### src/rtl/alu_pkg.sv
// Shared constants for the two-operand ALU: operation encodings and default width.
package alu_pkg;

  localparam int unsigned DEFAULT_WIDTH = 2;

  localparam logic OP_ADD = 1'b0;
  localparam logic OP_AND = 1'b1;

endpackage

### src/rtl/alu_core.sv
// Combinational ADD/AND datapath; carry is the top bit of the widened sum.
module alu_core
  import alu_pkg::*;
#(
  parameter int unsigned WIDTH = DEFAULT_WIDTH
) (
  input  logic [WIDTH-1:0] ain,
  input  logic [WIDTH-1:0] bin,
  input  logic             sel,
  output logic [WIDTH-1:0] zout,
  output logic             cout
);

  logic [WIDTH:0] sum;

  assign sum = {1'b0, ain} + {1'b0, bin};

  always_comb begin
    zout = '0;
    cout = 1'b0;
    unique case (sel)
      OP_ADD: {cout, zout} = sum;
      OP_AND: zout = ain & bin;
      default: begin
        zout = '0;
        cout = 1'b0;
      end
    endcase
  end

endmodule

### src/rtl/alu_unit.sv
// ALU top: combinational result plus a one-cycle registered copy with zero and valid flags.
module alu_unit
  import alu_pkg::*;
#(
  parameter int unsigned WIDTH = DEFAULT_WIDTH
) (
  input  logic             clk,
  input  logic             rst,
  input  logic [WIDTH-1:0] ain,
  input  logic [WIDTH-1:0] bin,
  input  logic             sel,
  output logic [WIDTH-1:0] zout,
  output logic             cout,
  output logic [WIDTH-1:0] zout_q,
  output logic             cout_q,
  output logic             zero_q,
  output logic             valid_q
);

  logic zero_d;

  alu_core #(
    .WIDTH(WIDTH)
  ) u_core (
    .ain (ain),
    .bin (bin),
    .sel (sel),
    .zout(zout),
    .cout(cout)
  );

  assign zero_d = (zout == '0);

  // Reset only touches the pipeline copy; zout/cout stay purely combinational.
  always_ff @(posedge clk) begin
    if (rst) begin
      zout_q  <= '0;
      cout_q  <= 1'b0;
      zero_q  <= 1'b1;
      valid_q <= 1'b0;
    end else begin
      zout_q  <= zout;
      cout_q  <= cout;
      zero_q  <= zero_d;
      valid_q <= 1'b1;
    end
  end

endmodule

### config.mk
export PLATFORM = sky130hd
export DESIGN_NAME = alu_unit
export DESIGN_NICKNAME = d
export VERILOG_FILES = /design/src/rtl/alu_pkg.sv /design/src/rtl/alu_core.sv /design/src/rtl/alu_unit.sv
export SDC_FILE = /design/constraint.sdc
export NUM_CORES = 1
export LEC_CHECK = 0
export ABC_AREA = 1
export CAP_MARGIN = 25
export CORE_AREA = 5 5 42 44
export CTS_BUF_LIST = sky130_fd_sc_hd__clkbuf_4 sky130_fd_sc_hd__clkbuf_8 sky130_fd_sc_hd__clkbuf_16
export CTS_CLUSTER_DIAMETER = 50
export DETAILED_ROUTE_END_ITERATION = 12
export DIE_AREA = 0 0 47 49
export PLACE_DENSITY_LB_ADDON = 0.3
export SYNTH_ARGS = -nofsm -noshare
export SYNTH_HDL_FRONTEND = slang
export SYNTH_SLANG_ARGS = --single-unit
export TNS_END_PERCENT = 30
### constraint.sdc
create_clock -name clk -period 1.4 [get_ports clk]
set_input_delay 0.28 -clock clk [delete_from_list [all_inputs] [get_ports clk]]
set_output_delay 0.28 -clock clk [all_outputs]
set_load 0.01 [all_outputs]
==> qor.yml, run 1 <==
run_status:
  status: "finished, violations left"
  violations: "setup timing"
placement:
  gpl.final_weighted_congestion: 0.7013
  numPlacedInstances: 63
  hpwl_um: 429
  port_buffers: 14
  placed_cell_area_um2: 437.9
clocking:
  clk_root_buffer_cell: "sky130_fd_sc_hd__clkbuf_4"
  clk_pin_slew_ps: 40
  ctsHoldBuffers: 0
  tritoncts.num_buffers: 3
  clock_tree.htree_level_count: 1
  clock_tree.buffer_depth: 2
  clock_sink_count: 5
  tritoncts: "done"
  postCtsSetupRepairBufs: 0
pwr:
  power_per_cell_area_nw_per_um2: 972.7
  sw_frac_of_total_pct: 23.42
  power.leakage_nw: 0.2415
  intPower_w: 0.0003439
  comb_power_share_pct: 24.9
  share_seq_of_total_power_pct: 34.6
  power.share.clock_pct: 40.5
  vdd_drop_max_mv: 0.3024
  power.net_switching_w: 0.0001052
detailed_routing:
  viasPerCell: 3.567
  total_number_of_vias: 239
  drt_drc_violations_left: 0
  detail_route.wl_per_cell_um: 7.075
  drtIter0Drc: 1
  drt-pass1-iter-count: 2
  postRouteWirelength_um: 474
  detail-route-antenna-nets: 0
logic_synthesis:
  postSynthCellCount: 30
  number_of_synthesized_flops_with_an_enable_pin: 0
  synthTopCellsByCount: "sky130_fd_sc_hd__inv_1, sky130_fd_sc_hd__nand2_1, sky130_fd_sc_hd__dfxtp_1"
  syn_nets: 41
  async_reset_ff_share_pct: 0
  yosysTopAreaCellShare_pct: 41.24
  ys_types: 9
  synthesis.yosys.warnings: 0
  ys_seq_area_share_pct: 41.24
  post_synth.cell_area_avg_um2: 8.091
  netlist_top_cells_area: "sky130_fd_sc_hd__dfxtp_1, sky130_fd_sc_hd__ha_1, sky130_fd_sc_hd__inv_1"
  post_synth_instance_area_um2: 242.7
  postSynth.topFlopCell: "sky130_fd_sc_hd__dfxtp_1"
  most_instantiated_library_cell_after_synthesis: "sky130_fd_sc_hd__inv_1"
  synth.ff_latch_count: 5
  synth_largest_area_cell: "sky130_fd_sc_hd__dfxtp_1"
timing:
  finalHoldViolCount: 0
  achievable-frequency_mhz: 644.3
  timing.final.max_slew_violations: 0
  layout_min_cycle_time_ps: 1552
  timing.max_slew.rel_slack_pct: 88.26
  worst-slew-pin-transition_ps: 176.1
  setup_repair_after_global_routing_missed_its_margin: "true"
  final_cycle_share_pct: 110.9
  setup_slack_of_the_critical_path_after_layout_ps: -152.1
  setup_violations: 2
layout:
  fillCellCount: 164
  insertedDiodeCount: 0
  layout-area-overhead-vs-synth_pct: 90.21
  finalNetCount: 63
  layout-drive-gt1-share_pct: 37.25
  non_filler_cell_area_final_um2: 461.7
  finish.cell_count_without_fillers: 67
critical_path:
  critical_path.n_buffers_inverters: 4
  crit_fanout: 2
  timing.critical_path.arrival_ps: 1270
  path_delay_family: "adder cells"
  cp_common_cell: "sky130_fd_sc_hd__nand2_2"
  worst-setup-path-type: "input pin to output port"
  crit_chain: "buf_8, ha_4, fa_1, inv_1, nand2_2, nand2_2, inv_2, buf_6"
  timing.critical_path.depth: 8
  worst-endpoint-required_ps: 1120
  endpoint_kind: "output port"
  startpoint_type: "input pin"
  critical_path.slowest_cell: "sky130_fd_sc_hd__fa_1"
  worst_path_max_stage_delay_ps: 470
floorplan:
  floorplan.die_area_um2: 2303
  floorplan.initialDensity_pct: 17.32
  placeableCoreArea_um2: 1401
  fp.dieH_um: 49
  die-width_um: 47
  ios: 15
  floorplan.rows: 14
global_route:
  first_global_vias: 196
  initial_antenna_violation_count: 0
  global_route.overflow_total: 0
  global_route_usage_over_all_layers_pct: 4.725
  grt_first_pass_wirelength_um: 690
  grt_max_degree: 6
hold_path:
  hold_path_depth: 2
  hold_start: "sel"
  holdCritPathClass: "input pin to flip-flop"
  whs_endpoint: "cout_q$_SDFF_PP0_"
job:
  cap_viol_max_count: 0
## metrics by stage
| stage | setup slack (ps) | hold slack [ps] | TNS (ps) | total power (W) | util [%] |
|---|---|---|---|---|---|
| 4_1_cts | -172.6 | 453.5 | -187.4 | 0.0004590 | 32.77 |
| 2_1_floorplan | -8.334 | 352.4 | -8.334 | 0.0002004 | - |
| 3_5_place_dp | -1045 | 888.8 | -3791 | 0.0002758 | 31.25 |
| 3_3_place_gp | -1032 | 887.5 | -3693 | 0.0002740 | 31.25 |
| 6_report | -152.1 | 454.3 | -152.8 | 0.0004491 | 32.95 |
| 5_1_grt | -206.2 | 482.5 | -259.7 | 0.0004779 | 32.95 |
## worst max path at each step
stage / from / endpoint
after floorplan: ain[0] / zout[1]
after global placement: ain[0] / zout[1]
after detailed placement: ain[0] / zout[1]
after CTS: bin[0] / zout[1]
after global routing: bin[0] / zout[1]
final: bin[0] / zout[1]
## area by class of cell
type / instances / area [um2] / share of cell area [%]
multi-input combinational: 16 / 123.9 / 26.83
inverter: 9 / 33.78 / 7.317
clock buffer: 4 / 30.03 / 6.504
timing repair buffer: 17 / 153.9 / 33.33
sequential: 5 / 100.1 / 21.68
tap: 16 / 20.02 / 4.336
## what timing repair did
action	4_1_cts	5_1_grt
gates resized for setup	29	4
pin swaps	4	0
gates cloned	0	0
setup endpoints to repair	5	3
## sequential cells by signal (all words and copies together) (netlist names)
signal,count
zout_q,2
cout_q,1
zero_q,1
valid_q,1
## power groups by stage
| stage | Sequential (W) | Clock (W) | Combinational [W] |
|---|---|---|---|
| after floorplan | 0.000163 | 0 | 0.0000371 |
| after global placement | 0.000158 | 0 | 0.000116 |
| after detailed placement | 0.000158 | 0 | 0.000118 |
| after CTS | 0.000156 | 0.000191 | 0.000112 |
| after global routing | 0.000156 | 0.000197 | 0.000125 |
| final | 0.000155 | 0.000182 | 0.000112 |
## layer usage
metal / part of all wire, % / up-vias / track usage, %
met5: 0 / - / 0
met4: 3.6 / 0 / 8.295
met3: 12 / 2 / 1.476
met2: 55 / 11 / 6.787
met1: 29 / 101 / 3.311
li1: - / 125 / -
## cells in the final DEF, fill, tap and decap left out, drive strengths merged
master,synthesis,final
dfxtp,5,5
nor3,1,1
clkbuf,0,5
ha,3,3
fa,1,1
inv,9,9
nor2,3,3
clkdlybuf4s50,0,6
dlygate4sd2,0,1
nand2,8,8
clkdlybuf4s15,0,1
buf,0,8
## logic make-up (layout without fill, tap and decap cells)
| group | count (synthesis) | after routing | share of synthesized area [%] |
|---|---|---|---|
| buffers and inverters | 9 | 30 | 13.92 |
| adder cells (fa/ha/maj) | 4 | 4 | 23.71 |
| flip-flops | 5 | 5 | 41.24 |
| AND/OR/NAND/NOR | 12 | 12 | 21.13 |
Power figures use the tool's default switching activity.
==> inputs of run 2 (changes only) <==
--- a/config.mk
+++ b/config.mk
@@ -13,6 +13,7 @@
 export DETAILED_ROUTE_END_ITERATION = 12
 export DIE_AREA = 0 0 47 49
 export PLACE_DENSITY_LB_ADDON = 0.3
+export SLEW_MARGIN = 40
 export SYNTH_ARGS = -nofsm -noshare
 export SYNTH_HDL_FRONTEND = slang
 export SYNTH_SLANG_ARGS = --single-unit
==> constraint.sdc (replaced) <==
create_clock -name clk -period 1.6 [get_ports clk]
set_input_delay 0.32 -clock clk [delete_from_list [all_inputs] [get_ports clk]]
set_output_delay 0.32 -clock clk [all_outputs]
set_load 0.01 [all_outputs]
==> qor.yml, run 2 (synthesized netlist as in run 1, its figures left out) <==
run_status:
  status: "finished, violations left"
  violations: "setup timing"
detailed_routing:
  postRouteWirelength_um: 484
  viasPerCell: 3.423
  detail_route.wl_per_cell_um: 6.817
  drtIter0Drc: 1
  drt_drc_violations_left: 0
  total_number_of_vias: 243
  drt-pass1-iter-count: 2
  detail-route-antenna-nets: 0
global_route:
  initial_antenna_violation_count: 0
  grt_first_pass_wirelength_um: 834
  global_route.overflow_total: 0
  first_global_vias: 229
  grt_max_degree: 6
  global_route_usage_over_all_layers_pct: 5.642
layout:
  finalNetCount: 67
  finish.cell_count_without_fillers: 71
  top_register: "zout_q"
  seq_area_um2: 100.1
  layout.cells.most_common_list: "sky130_fd_sc_hd__inv_1, sky130_fd_sc_hd__buf_4, sky130_fd_sc_hd__clkdlybuf4s50_1, sky130_fd_sc_hd__nand2_1, sky130_fd_sc_hd__dfxtp_1"
  fillCellCount: 166
  layout-area-overhead-vs-synth_pct: 107.2
  non_filler_cell_area_final_um2: 503.0
  layout-drive-gt1-share_pct: 41.82
  insertedDiodeCount: 0
  finish.utilization_pct: 35.89
  number_of_flip_flops_under_the_largest_register_name: 2
  multiInputGateArea_um2: 126.4
critical_path:
  crit_fanout: 2
  startpoint_type: "input pin"
  worst_path_max_stage_delay_ps: 500
  critical_path.slowest_cell: "sky130_fd_sc_hd__fa_1"
  worst-setup-path-type: "input pin to output port"
  endpoint_kind: "output port"
  crit_chain: "buf_8, ha_4, fa_1, inv_1, nand2_1, nand2_2, inv_2, buf_6"
  worst-endpoint-required_ps: 1280
  timing.critical_path.arrival_ps: 1360
timing:
  final_cycle_share_pct: 105.2
  setup_repair_after_global_routing_missed_its_margin: "true"
  hold_slack_ps: 595.8
  layout_min_cycle_time_ps: 1684
  timing.final.max_slew_violations: 0
  setup_slack_of_the_critical_path_after_layout_ps: -83.61
  finalHoldViolCount: 0
  setup_violations: 2
  worst-slew-pin-transition_ps: 185.5
  timing.max_slew.rel_slack_pct: 87.63
  achievable-frequency_mhz: 594.0
pwr:
  power.leakage_nw: 0.2632
  power_per_cell_area_nw_per_um2: 814.8
  vdd_drop_max_mv: 0.1830
  sw_frac_of_total_pct: 23.43
  power.net_switching_w: 0.00009602
  share_seq_of_total_power_pct: 33.1
  power.share.clock_pct: 38.8
  comb_power_share_pct: 28.1
  intPower_w: 0.0003138
placement:
  placed_cell_area_um2: 432.9
  hpwl_um: 384.8
  numPlacedInstances: 64
  port_buffers: 14
  gpl.final_weighted_congestion: 0.6647
clocking:
  clk_root_buffer_cell: "sky130_fd_sc_hd__clkbuf_4"
  clk_pin_slew_ps: 40
  clock_tree.htree_level_count: 1
  tritoncts.num_buffers: 3
  clock_sink_count: 5
  tritoncts: "done"
  clock_tree.buffer_depth: 2
floorplan:
  placeableCoreArea_um2: 1401
  floorplan.rows: 14
  floorplan.initialDensity_pct: 17.32
  fp.dieH_um: 49
  ios: 15
  floorplan.die_area_um2: 2303
  die-width_um: 47
job:
  cap_viol_max_count: 0
hold_path:
  holdCritPathClass: "input pin to flip-flop"
  hold_path_depth: 3
run 2: layout make-up:
type / instances / share of cell area (%)
timing repair buffer: 21 / 38.31
multi-input combinational: 16 / 25.12
sequential: 5 / 19.90
inverter: 9 / 6.716
clock buffer: 4 / 5.970
tap: 16 / 3.980
run 2: power by group through the flow:
| stage | clock network, W | logic (W) | registers, W |
|---|---|---|---|
| after floorplan | 0 | 0.0000302 | 0.000143 |
| after global placement | 0 | 0.000101 | 0.000138 |
| after detailed placement | 0 | 0.000101 | 0.000138 |
| after CTS | 0.000167 | 0.000112 | 0.000136 |
| after global routing | 0.000182 | 0.000127 | 0.000137 |
| final | 0.000159 | 0.000115 | 0.000136 |
run 2: critical path: cells and delay by family:
| kind | cells | cell delay, ps |
|---|---|---|
| adders and majority gates | 2 | 650 |
| and+or+nand+nor | 2 | 120 |
| buffers and inverters | 4 | 280 |
run 2: final timing paths:
path	startpoint	endpoint	slack, ps
setup / recovery	bin[0]	zout[1]	-80
hold / removal	sel	cout_q$_SDFF_PP0_	600
run 2: per-layer routing:
metal  GRT usage, %  wire length [um]
met1          4.636               164
met2          7.466               255
met3          2.952                64
met4          8.295                 0
met5              0                 0
run 2: stage by stage:
stage	TNS (ps)	total power, W	worst slack [ps]
after floorplan	0	0.0001731	78.14
after global placement	-2665	0.0002387	-894.1
after detailed placement	-2674	0.0002384	-892.3
after CTS	-109.4	0.0004146	-79.09
after global routing	-363.1	0.0004456	-165.3
final	-139.8	0.0004098	-83.61
run 2: repair_timing:
| item | in CTS | in global routing |
|---|---|---|
| hold buffers | 0 | 0 |
| gates resized for setup | 30 | 3 |
| pin swaps | 2 | 0 |
| setup endpoints to repair | 5 | 3 |
| buffers inserted | 3 | 0 |
